==> src/rtl/alu_muldiv_pipe_pkg.sv <==
// Shared op-code values and the multiply/divide sequencer state encoding
// for the execute-stage ALU.
package alu_pkg;

    localparam logic [3:0] OP_SLL   = 4'd0;
    localparam logic [3:0] OP_SRL   = 4'd1;
    localparam logic [3:0] OP_SRA   = 4'd2;
    localparam logic [3:0] OP_ADD   = 4'd3;
    localparam logic [3:0] OP_SUB   = 4'd4;
    localparam logic [3:0] OP_AND   = 4'd5;
    localparam logic [3:0] OP_OR    = 4'd6;
    localparam logic [3:0] OP_XOR   = 4'd7;
    localparam logic [3:0] OP_NOR   = 4'd8;
    localparam logic [3:0] OP_SLT   = 4'd9;
    localparam logic [3:0] OP_SLTU  = 4'd10;
    localparam logic [3:0] OP_MULT  = 4'd11;
    localparam logic [3:0] OP_MULTU = 4'd12;
    localparam logic [3:0] OP_DIV   = 4'd13;
    localparam logic [3:0] OP_DIVU  = 4'd14;
    localparam logic [3:0] OP_RSVD  = 4'd15;

    typedef enum logic [1:0] {
        IDLE = 2'd0,
        MUL  = 2'd1,
        DIV  = 2'd2,
        DONE = 2'd3
    } md_state_t;

endpackage

==> src/rtl/alu_muldiv_pipe_muldiv_iter.sv <==
// Iterative multiply (shift-add) / divide (restoring) unit working on operand
// magnitudes, with sign fix-up applied combinationally while in DONE.
module muldiv_iter
    import alu_pkg::*;
#(
    parameter int N = 32
) (
    input  logic         clk,
    input  logic         reset,
    input  logic         start,
    input  logic         is_div,
    input  logic         is_signed,
    input  logic [N-1:0] a,
    input  logic [N-1:0] b,
    output logic         done,
    output md_state_t    state,
    output logic [N-1:0] hi,
    output logic [N-1:0] lo,
    output logic         ovf,
    output logic         dbz
);

    localparam int CNT_W = $clog2(N) + 1;
    localparam logic [N-1:0] MIN_NEG  = {1'b1, {(N-1){1'b0}}};
    localparam logic [N-1:0] ALL_ONES = {N{1'b1}};

    md_state_t      state_nxt;
    logic [CNT_W-1:0] cnt;
    logic [2*N-1:0] acc;
    logic [N-1:0]   dvs;
    logic           div_mode, neg_p, neg_q, neg_r, ovf_q, dbz_q;

    logic           a_neg, b_neg;
    logic [N-1:0]   a_mag, b_mag, mul_add, div_rem;
    logic [N:0]     mul_sum, div_shift;
    logic           div_ge;
    logic [2*N-1:0] prod_fix;
    logic [N-1:0]   q_fix, r_fix;

    assign a_neg = is_signed & a[N-1];
    assign b_neg = is_signed & b[N-1];
    assign a_mag = a_neg ? -a : a;
    assign b_mag = b_neg ? -b : b;

    // acc holds {partial product, multiplier} or {remainder, dividend/quotient}
    assign mul_add   = acc[0] ? dvs : {N{1'b0}};
    assign mul_sum   = {1'b0, acc[2*N-1:N]} + {1'b0, mul_add};
    assign div_shift = {acc[2*N-1:N], acc[N-1]};
    assign div_ge    = div_shift >= {1'b0, dvs};
    assign div_rem   = div_ge ? N'(div_shift - {1'b0, dvs}) : div_shift[N-1:0];

    always_comb begin
        state_nxt = state;
        case (state)
            IDLE: begin
                if (start) begin
                    if (is_div && b == '0) state_nxt = DONE;
                    else if (is_div)       state_nxt = DIV;
                    else                   state_nxt = MUL;
                end
            end
            MUL, DIV: if (cnt == '0) state_nxt = DONE;
            DONE:     state_nxt = IDLE;
            default:  state_nxt = IDLE;
        endcase
    end

    always_ff @(posedge clk) begin
        if (reset) begin
            state    <= IDLE;
            cnt      <= '0;
            acc      <= '0;
            dvs      <= '0;
            div_mode <= 1'b0;
            neg_p    <= 1'b0;
            neg_q    <= 1'b0;
            neg_r    <= 1'b0;
            ovf_q    <= 1'b0;
            dbz_q    <= 1'b0;
        end else begin
            state <= state_nxt;
            case (state)
                IDLE: begin
                    if (start) begin
                        cnt      <= CNT_W'(N - 1);
                        div_mode <= is_div;
                        neg_p    <= 1'b0;
                        neg_q    <= 1'b0;
                        neg_r    <= 1'b0;
                        ovf_q    <= 1'b0;
                        dbz_q    <= 1'b0;
                        if (is_div && b == '0) begin
                            // Divide by zero skips iterations; no sign fix-up applies.
                            acc   <= {a, ALL_ONES};
                            dbz_q <= 1'b1;
                        end else if (is_div) begin
                            acc   <= {{N{1'b0}}, a_mag};
                            dvs   <= b_mag;
                            neg_q <= a_neg ^ b_neg;
                            neg_r <= a_neg;
                            ovf_q <= is_signed && a == MIN_NEG && b == ALL_ONES;
                        end else begin
                            acc   <= {{N{1'b0}}, b_mag};
                            dvs   <= a_mag;
                            neg_p <= a_neg ^ b_neg;
                        end
                    end
                end
                MUL: begin
                    acc <= {mul_sum, acc[N-1:1]};
                    cnt <= cnt - CNT_W'(1);
                end
                DIV: begin
                    acc <= {div_rem, acc[N-2:0], div_ge};
                    cnt <= cnt - CNT_W'(1);
                end
                default: ;
            endcase
        end
    end

    assign prod_fix = neg_p ? -acc : acc;
    assign q_fix    = neg_q ? -acc[N-1:0] : acc[N-1:0];
    assign r_fix    = neg_r ? -acc[2*N-1:N] : acc[2*N-1:N];

    assign done = (state == DONE);
    assign hi   = div_mode ? r_fix : prod_fix[2*N-1:N];
    assign lo   = div_mode ? q_fix : prod_fix[N-1:0];
    assign ovf  = ovf_q;
    assign dbz  = dbz_q;

endmodule

==> src/rtl/alu_muldiv_pipe.sv <==
// Registered execute-stage ALU: single-cycle integer ops plus an iterative
// multiply/divide unit that writes the HI/LO pair.
module alu_muldiv_pipe
    import alu_pkg::*;
#(
    parameter int N   = 32,
    parameter int SHW = $clog2(N)
) (
    input  logic         clk,
    input  logic         reset,
    input  logic         in_valid,
    output logic         in_ready,
    input  logic [3:0]   op_code,
    input  logic [N-1:0] operand1,
    input  logic [N-1:0] operand2,
    output logic         out_valid,
    output logic [N-1:0] result,
    output logic         zero,
    output logic         overflow,
    output logic [N-1:0] hi,
    output logic [N-1:0] lo,
    output logic         md_busy,
    output logic         div_by_zero
);

    // Handshake: a request is taken at a posedge where in_valid & in_ready;
    // in_ready drops while the mul/div unit is occupied, so requests then are ignored.
    logic           accept, md_start, md_is_div, md_is_signed;
    logic           md_done, md_ovf, md_dbz;
    logic [N-1:0]   md_hi, md_lo;
    md_state_t      md_state;

    logic [N-1:0]   alu_res, sum, dif;
    logic           alu_ovf;
    logic [SHW-1:0] shamt;

    assign md_busy      = (md_state != IDLE);
    assign in_ready     = ~md_busy;
    assign accept       = in_valid & in_ready;
    assign md_start     = accept && (op_code >= OP_MULT) && (op_code <= OP_DIVU);
    assign md_is_div    = (op_code == OP_DIV) || (op_code == OP_DIVU);
    assign md_is_signed = (op_code == OP_MULT) || (op_code == OP_DIV);

    muldiv_iter #(.N(N)) u_muldiv (
        .clk       (clk),
        .reset     (reset),
        .start     (md_start),
        .is_div    (md_is_div),
        .is_signed (md_is_signed),
        .a         (operand1),
        .b         (operand2),
        .done      (md_done),
        .state     (md_state),
        .hi        (md_hi),
        .lo        (md_lo),
        .ovf       (md_ovf),
        .dbz       (md_dbz)
    );

    assign sum   = operand1 + operand2;
    assign dif   = operand1 - operand2;
    assign shamt = operand1[SHW-1:0];

    always_comb begin
        alu_res = '0;
        alu_ovf = 1'b0;
        case (op_code)
            OP_SLL:  alu_res = operand2 << shamt;
            OP_SRL:  alu_res = operand2 >> shamt;
            OP_SRA:  alu_res = $signed(operand2) >>> shamt;
            OP_ADD: begin
                alu_res = sum;
                alu_ovf = (operand1[N-1] == operand2[N-1]) && (sum[N-1] != operand1[N-1]);
            end
            OP_SUB: begin
                alu_res = dif;
                alu_ovf = (operand1[N-1] != operand2[N-1]) && (dif[N-1] != operand1[N-1]);
            end
            OP_AND:  alu_res = operand1 & operand2;
            OP_OR:   alu_res = operand1 | operand2;
            OP_XOR:  alu_res = operand1 ^ operand2;
            OP_NOR:  alu_res = ~(operand1 | operand2);
            OP_SLT:  alu_res = {{(N-1){1'b0}}, $signed(operand1) < $signed(operand2)};
            OP_SLTU: alu_res = {{(N-1){1'b0}}, operand1 < operand2};
            default: alu_res = '0;
        endcase
    end

    always_ff @(posedge clk) begin
        if (reset) begin
            out_valid   <= 1'b0;
            result      <= '0;
            zero        <= 1'b0;
            overflow    <= 1'b0;
            hi          <= '0;
            lo          <= '0;
            div_by_zero <= 1'b0;
        end else begin
            out_valid <= 1'b0;
            if (md_done) begin
                out_valid   <= 1'b1;
                hi          <= md_hi;
                lo          <= md_lo;
                result      <= md_lo;
                zero        <= (md_lo == '0);
                overflow    <= md_ovf;
                div_by_zero <= md_dbz;
            end else if (accept && !md_start) begin
                out_valid   <= 1'b1;
                result      <= alu_res;
                zero        <= (alu_res == '0);
                overflow    <= alu_ovf;
                div_by_zero <= 1'b0;
            end
        end
    end

endmodule
==> config.mk <==
export PLATFORM = sky130hd
export DESIGN_NAME = alu_muldiv_pipe
export DESIGN_NICKNAME = d
export VERILOG_FILES = /design/src/rtl/alu_muldiv_pipe_pkg.sv /design/src/rtl/alu_muldiv_pipe_muldiv_iter.sv /design/src/rtl/alu_muldiv_pipe.sv
export SDC_FILE = /design/constraint.sdc
export NUM_CORES = 1
export LEC_CHECK = 0
export BUFFER_PORTS_ARGS = -buffer_cell sky130_fd_sc_hd__buf_2
export CAP_MARGIN = 20
export CORE_MARGIN = 4
export CORE_UTILIZATION = 40
export CTS_CLUSTER_DIAMETER = 150
export DETAILED_ROUTE_END_ITERATION = 10
export SYNTH_ARGS = -nofsm -noshare
export SYNTH_HDL_FRONTEND = slang
export SYNTH_SLANG_ARGS = --single-unit
==> constraint.sdc <==
create_clock -name clk -period 9.6 [get_ports clk]
set_input_delay 1.92 -clock clk [delete_from_list [all_inputs] [get_ports clk]]
set_output_delay 1.92 -clock clk [all_outputs]
set_load 0.02 [all_outputs]
==> After elaboration in Yosys (flattened, before gate mapping) <==
Cells that the tools add are included.
{ "word_totals": {"regBits": 210, "out_inout_bits": 102, "wordCells": 138, "inputBits": 71} }
{ "op_classes": {"muxes": 42, "n_lt_le_gt_ge": 5, "reduce_logical": 27, "n_bitwise": 10, "addsub": 10, "n_eq_ne": 24, "shifts": 3} }
{ "ops": {"columns": ["cell", "count"], "rows": [
  ["$mux 32", 12],
  ["$pmux 32 s11", 1],
  ["$mux 64", 3],
  ["$pmux 64 s3", 1],
  ["$neg 32->32", 4],
  ["$logic_not 32->1", 3],
  ["$eq 32x32->1 const B", 2],
  ["$lt 32x32->1", 2],
  ["$neg 64->64", 1],
  ["$sub 32x32->32", 2],
  ["$add 32x32->33", 1],
  ["$ge 33x32->1", 1],
  ["$add 32x32->32", 1],
  ["$and 32x32->32", 1],
  ["$not 32->32", 1],
  ["$or 32x32->32", 1],
  ["$shl 32x5->32", 1],
  ["$shr 32x5->32", 1],
  ["$sshr 32x5->32", 1],
  ["$xor 32x32->32", 1],
  ["$eq 4x4->1 const B", 6],
  ["$mux 1", 17],
  ["$eq 4x3->1 const B", 4],
  ["$pmux 6 s2", 1],
  ["other kinds (29)", 52]
]} }

==> Depth between registers and ports, before layout <==
Gate-level depths: netlist (run 1).
{ "depth": {"depth_word": 9, "depth_mapped": 19, "ltp_nobuf": 15} }

==> Hierarchy <==
From an unflattened synthesis (run 1), not the netlist that was laid out.
{ "hier_totals": {"cells_unflattened": 3819, "area_unflattened_um2": 27568.9} }
{ "modules_own_cells": {"columns": ["mod", "cells_each", "n_inst", "area_each_um2", "seq_area_each_um2"], "rows": [
  ["alu_muldiv_pipe", 2045, 1, 14849.2, 2001.9],
  ["muldiv_iter", 1774, 1, 12719.7, 2202.1]
]} }

==> Worst setup path before layout (run 1) <==
OpenSTA, ideal clock, no wires.
{ "synth_timing": {"kind": "input -> register", "from": "input port operand1[0]", "to": "register zero", "path_buffers": 5, "path_slack_ps": 2789, "t_arrival_ps": 6741, "setup_time_ps": 70, "t_required_ps": 9530, "cell_stages": 19, "path_cell_list": "buf_2 -> inv_1 -> buf_2 -> buf_2 -> buf_2 -> clkbuf_1 -> ha_1 -> fa_1 -> nor2_1 -> o311ai_0 -> a31oi_1 -> a211oi_2 -> o211ai_1 -> mux2i_1 -> or3_1 -> or4_1 -> or4_1 -> nor4_1 -> o2bb2ai_1"} }
{ "synth_via": {"elab_chain_cells": 6, "word_cells_on_any_way": 15, "classes_between": "2 x add/sub; 2 x order compare; 3 x shift; 3 x mux; 4 x bitwise; 1 x reduce/logical"} }
{ "synth_lines": {"columns": ["element", "line_no", "text"], "rows": [
  ["start: declaration", "alu_muldiv_pipe.sv:14", "input logic [N-1:0] operand1,"],
  ["branches (longest 2 deep; another with $sub 32x32->32)", null, null],
  ["$pmux 32 s11 *", "alu_muldiv_pipe.sv:67", "case (op_code)"],
  ["$logic_not 32->1 *", "alu_muldiv_pipe.sv:111", "zero <= (alu_res == '0);"],
  ["$mux 1 *", "alu_muldiv_pipe.sv:108", "end else if (accept && !md_start) begin"],
  ["$mux 1 *", "alu_muldiv_pipe.sv:100", "if (md_done) begin"],
  ["end signal: assignment", "alu_muldiv_pipe.sv:105", "zero <= (md_lo == '0);"],
  ["end signal: assignment", "alu_muldiv_pipe.sv:111", null],
  ["end: declaration", "alu_muldiv_pipe.sv:18", "output logic zero,"]
]} }
Every way passes the cells marked *. The select of a mux whose other input is x is not followed.
A chain may end at the register's enable or synchronous reset.

==> Final worst setup path (run 1) <==
Same ends and word-level chain as after synthesis.

==> results.py, run 1 <==
metrics = {
    "clock_tree": {
        "htreeDepth": 1,
        "path_clk_slew_ps": 60,
        "cts_resized": 0,
        "cts_buffer_depth": 3,
        "clock_sinks": 210,
        "postCtsSetupBuffers": 0,
        "insertion_delay_ps": 570,
        "numCtsBuffers": 26,
        "holdBufCountCts": 0,
        "cts_tree": "done",
        "cts-root-buf": "clkbuf_16",
    },
    "die": {
        "start_util_pct": 40.5,
        "io_pins": 173,
        "dieArea_sq_um": 71100,
        "die_width_microns": 267,
        "rows": 94,
        "core_sq_um": 66000,
        "die_h_microns": 267,
    },
    "cells_and_area": {
        "finalNonFillerCells": 4482,
        "nFillCells": 6928,
        "drive_above_1_share_pct": 11.4,
        "multi_input_area_sq_um": 20700,
        "nNetsFinal": 3862,
        "layout.area.seq_sq_um": 4200,
        "diodes": 0,
        "final_core_util_pct": 43.7,
        "area_delta_synth_final_pct": 7.71,
    },
    "power_and_ir_drop": {
        "peakVddDrop_v": 0.000258,
        "leakage_nw": 11.7,
        "total_power_w": 0.00663,
        "p_per_area_nw_per_um2": 230,
    },
    "synthesis": {
        "yosysTopAreaCell": "dfxtp_1",
        "ys_warn_count": 0,
        "yosysTopAreaCellShare_pct": 15.7,
        "synth-seq-area-share_pct": 15.7,
        "synthesis.nets": 3902,
        "synth_area_leaders": "dfxtp_1 16%, ha_1 8.8%, a21oi_1 5.5%, nor2_1 5.1%, nand2_1 4.8%",
        "avgSynthCellArea_sq_um": 7.35,
        "synth.distinct_cells": 96,
        "synthTopCellsByCount": "362 x nor2_1, 340 x nand2_1, 293 x a21oi_1, 230 x clkbuf_1, 210 x dfxtp_1",
        "syn-cell-area_sq_um": 26800,
        "syn_inst": 3638,
        "async_reset_ff_share_pct": 0,
        "synth_seq_cells": 210,
        "yosysMostFrequentCell": "nor2_1",
        "synth_edf_count": 0,
        "ys.flop_type": "dfxtp_1",
    },
    "worst_setup_path": {
        "crit_fanout": 40,
        "worstSetupEndpointType": "flip-flop",
        "cp_common_cell": "or4_1",
        "max_stage_delay_ps": 700,
        "worstPathRequired_ps": 10080,
        "critical_path_buf_inv_count": 3,
        "critical_path_class": "input pin to flip-flop",
        "crit_path_start_kind": "input pin",
        "path_delay_family": "simple AND/OR/NAND/NOR gates",
        "crit_slowest_cell": "o311ai_0",
        "crit_chain": "buf_2 -> inv_1 -> buf_4 -> ha_1 -> fa_1 -> nor2_1 -> o311ai_0 -> a31oi_1 -> a211oi_2 -> o211ai_1 -> mux2i_1 -> or3_1 -> or4_1 -> or4_1 -> nor4_1 -> o2bb2ai_1",
        "worstPathArrival_ps": 7230,
    },
    "job": {
        "drv_cap": 0,
    },
    "global_route": {
        "gr-total-overflow": 0,
        "grt_pass1_vias": 28100,
        "grt_pass1_wl_microns": 191000,
        "antenna_found_initial": 7,
        "grt_max_degree": 81,
        "track_usage_pct": 35.4,
    },
    "sta": {
        "setup_tns_ps": 0,
        "finalClockSkew_ps": 35.1,
        "fin_ws_ps": 2850,
        "slew_headroom_pct": 23.0,
        "fin_crit_ps": 6750,
        "finalHoldViolations": 0,
        "setup_viol": 0,
        "post-route-period-util_pct": 70.3,
        "fmax_mhz": 148,
        "worst_slew_pin_slew_ps": 1160,
        "drv_slew": 0,
        "rsz0062_at_grt": "false",
    },
    "min_path": {
        "hp-class": "flip-flop to flip-flop",
    },
    "route": {
        "routedWlPerCell_microns": 29.6,
        "routed_wl_microns": 133000,
        "route.detailed.drc": 0,
        "vias_per_cell": 6.81,
        "ant_nets": 0,
        "drtIter0Drc": 4105,
        "drt_pass1_iterations": 6,
        "num_vias": 30500,
    },
    "placed_design": {
        "io_buffers": 172,
        "dp_hpwl_microns": 102000,
        "place_ws_ps": 2350,
        "globalplace.congestion": 1.09,
        "dp.cells": 4433,
    },
    "run_status": {
        "outcome": "finished, final reports clean",
    },
}
worst paths after layout:
path / endpoint / slack (ps) / from / depth (start not counted)
hold reg to reg: lo[23] / 450 / lo[23] / 1
setup / recovery: zero / 2850 / operand1[0] / 16
setup reg to reg: u_muldiv.acc[37] / 4830 / u_muldiv.acc[50] / 12
hold / removal: lo[23] / 450 / lo[23] / 1
cell usage in the layout (no fill, tap or decap), types with 124 or more instances in the layout:
master   synthesis  layout
a21oi_1        293     290
buf_2           23     169
inv_1          167     167
nor2_1         362     362
nor3_1         127     124
nand2_1        340     340
ha_1           189     185
o21ai_0        160     160
dfxtp_1        210     210
xnor2_1        132     132
power breakdown:
part | switching [W] | total (W) | internal, W | leakage, nW
registers | 0.000298 | 0.00133 | 0.00104 | 1.71
clock network | 0.000434 | 0.00101 | 0.000576 | 0.414
logic | 0.00272 | 0.00428 | 0.00156 | 9.57
flip-flops by register name, indices dropped and copies added, names as in the netlist, 2 cells and up:
signal	count
u_muldiv.cnt	6
u_muldiv.acc	64
u_muldiv.state	2
hi	32
lo	32
result	32
u_muldiv.dvs	32
per-layer routing:
metal | part of all wire [%] | global-route usage, %
met2 | 43 | 54.5
met4 | 7.9 | 22.5
met1 | 40 | 46.6
met5 | 0.032 | 0
met3 | 9.4 | 5.04
stage by stage:
stage | instance area (sq um) | hold slack, ps
2_1_floorplan | 26800 | 432
3_5_place_dp | 27900 | 440
3_3_place_gp | 27900 | 434
4_1_cts | 28800 | 454
5_1_grt | 28800 | 469
6_report | 28800 | 450
cell families (layout without fill, tap and decap cells):
group                      count (synthesis)  after routing  share of synthesized area, %
buffers and inverters                    468            448                          7.31
DFF                                      210            210                          15.7
xor gates and xnor gates                 180            180                          5.89
adders and majority gates                193            193                          9.14
AOI/OAI and AO/OA                       1197           1197                          31.1
and+or+nand+nor                         1199           1199                          20.9
muxes                                    191            191                          9.89
worst register-to-register path: cells and delay by family, from the launching register on:
| kind | cells | cell delay (ps) |
|---|---|---|
| compound gates | 4 | 1780 |
| simple gates | 4 | 1110 |
| flops | 1 | 640 |
| buf+inv | 2 | 420 |
| fa+ha+maj | 1 | 390 |
| mux | 1 | 280 |
area by class of cell:
type	instances	area share (%)
Timing Repair Buffer	228	4.57
Clock buffer	31	2.39
Clock inverter	17	0.643
Tap cell	864	3.75
Inverter	172	2.24
Sequential cell	210	14.6
Multi-Input combinational cell	2960	71.8
(Power assumes the default switching activity.)
==> inputs of run 2 (changes only) <==
- clock period: 9.6 -> 6.8 ns (I/O delays scaled with it)
==> results.py, run 2 (synthesis gave the netlist of run 1 again) <==
metrics = {
    "run_status": {
        "outcome": "finished, final reports clean",
    },
    "route": {
        "ant_nets": 0,
        "routed_wl_microns": 133000,
        "vias_per_cell": 6.76,
        "drt_pass1_iterations": 6,
        "num_vias": 30600,
        "dr_wl_met2_microns": 57500,
        "routed.top_layer": "met5",
        "drtIter0Drc": 4015,
        "wl_met1_microns": 52700,
        "route.detailed.drc": 0,
        "routedWlPerCell_microns": 29.5,
        "wl_met3_microns": 12700,
    },
    "worst_setup_path": {
        "max_stage_delay_ps": 810,
        "crit_chain": "buf_4 -> inv_1 -> fa_1 -> nor2_1 -> o311ai_0 -> buf_4 -> a21oi_1 -> o41ai_1 -> a2111oi_0 -> nand3_1 -> or4_1 -> or4_1 -> nor4_1 -> o2bb2ai_1",
        "reg2reg_slack_ps": 2380,
        "crit_fanout": 25,
        "r2r-end": "u_muldiv.acc[56]",
        "critical_path_buf_inv_count": 3,
        "r2r_start": "u_muldiv.acc[0]",
        "worstSetupEndpointType": "flip-flop",
        "path_delay_family": "simple AND/OR/NAND/NOR gates",
        "r2r_cells": 15,
        "crit_path_start_kind": "input pin",
        "worstPathArrival_ps": 6360,
        "cp.depth": 14,
        "worstPathRequired_ps": 7280,
        "crit_slowest_cell": "a2111oi_0",
        "critical_path_class": "input pin to flip-flop",
    },
    "placed_design": {
        "place_ws_ps": 474,
        "io_buffers": 172,
        "dp_hpwl_microns": 104000,
        "globalplace.congestion": 1.10,
        "dp.cells": 4474,
    },
    "global_route": {
        "grt_max_degree": 84,
        "antenna_found_initial": 5,
        "grt_pass1_vias": 27900,
        "track_usage_pct": 35.5,
        "grt_pass1_wl_microns": 192000,
        "gr-total-overflow": 0,
    },
    "power_and_ir_drop": {
        "power.internal_w": 0.00450,
        "p_comb_share_pct": 64.7,
        "leakage_nw": 11.9,
        "p_sw_w": 0.00484,
        "p_clk_share_pct": 15.3,
        "peakVddDrop_v": 0.000228,
        "p_per_area_nw_per_um2": 321,
        "p_seq_share_pct": 20.0,
        "swShare_pct": 51.9,
    },
    "sta": {
        "whs_ps": 453,
        "worst_slew_pin_slew_ps": 1320,
        "drv_slew": 0,
        "setup_viol": 0,
        "fmax_mhz": 170,
        "fin_crit_ps": 5880,
        "fin_ws_ps": 920,
        "post-route-period-util_pct": 86.5,
        "finalClockSkew_ps": 27.1,
        "rsz0062_at_grt": "false",
        "slew_headroom_pct": 11.3,
        "setup_tns_ps": 0,
        "finalHoldViolations": 0,
    },
    "cells_and_area": {
        "final_cell_mix": "362 x nor2_1, 340 x nand2_1, 290 x a21oi_1",
        "area_delta_synth_final_pct": 8.84,
        "mostFrequentLayoutCell": "nor2_1",
        "finalNonFillerCells": 4524,
        "final_core_util_pct": 44.1,
        "nNetsFinal": 3903,
        "largest_reg_flops": 64,
        "drive_above_1_share_pct": 12.3,
        "top_register": "u_muldiv.acc",
    },
    "min_path": {
        "hold_path_end": "lo[23]",
        "hp-class": "flip-flop to flip-flop",
        "min_from": "lo[23]",
        "hold_path_depth": 1,
    },
    "clock_tree": {
        "clock_sinks": 210,
        "holdBufCountCts": 0,
        "insertion_delay_ps": 570,
        "cts_tree": "done",
        "path_clk_slew_ps": 60,
        "postCtsSetupBuffers": 0,
        "cts-root-buf": "clkbuf_16",
        "htreeDepth": 1,
        "cts_resized": 0,
        "cts_buffer_depth": 3,
        "numCtsBuffers": 26,
    },
    "die": {
        "die_h_microns": 267,
        "dieArea_sq_um": 71100,
        "die_width_microns": 267,
        "start_util_pct": 40.5,
        "core_sq_um": 66000,
        "rows": 94,
        "io_pins": 173,
    },
    "job": {
        "drv_cap": 0,
    },
}
==> run 2: changes by cell type in the layout (fill, tap and decap cells not counted), sizes merged <==
cell,before,now
clkinv,13,9
clkinvlp,5,3
inv,169,168
diode,0,2
buf,228,269
clkbuf,31,37
==> run 2: worst max-delay path by stage <==
stage                     slack, ps    to         from
after floorplan                 550  zero  operand1[0]
after global placement          490  zero  operand1[1]
after detailed placement        470  zero  operand1[1]
after CTS                      1060  zero  operand1[1]
after global routing            740  zero  operand1[1]
final                           920  zero  operand1[1]
==> run 2: layer usage <==
metal | vias to the layer above | global-route usage, %
met2 | 1927 | 54.9
met3 | 369 | 5.31
li1 | 13600 | -
met5 | - | 0
met4 | 2 | 22.5
met1 | 14700 | 46.6
==> run 2: layout make-up <==
class | count | area (sq um)
Fill cell | 6875 | 36900
Clock buffer | 37 | 742
Multi-Input combinational cell | 2960 | 20700
Timing Repair Buffer | 269 | 1630
Antenna cell | 2 | 5.00
Clock inverter | 10 | 123
Tap cell | 864 | 1080
Inverter | 172 | 646
Sequential cell | 210 | 4200
==> run 2: through the flow <==
stage | power (W) | instance area (sq um)
after floorplan | 0.00586 | 26800
after global placement | 0.00773 | 28200
after detailed placement | 0.00772 | 28200
after CTS | 0.00917 | 29100
after global routing | 0.00984 | 29100
final | 0.00934 | 29100
==> run 2: power by group through the flow <==
stage,clock network [W],registers [W],logic (W)
after floorplan,0,0.00177,0.00409
after global placement,0,0.00188,0.00585
after detailed placement,0,0.00188,0.00584
after CTS,0.00145,0.00186,0.00587
after global routing,0.00149,0.00189,0.00645
final,0.00143,0.00187,0.00604
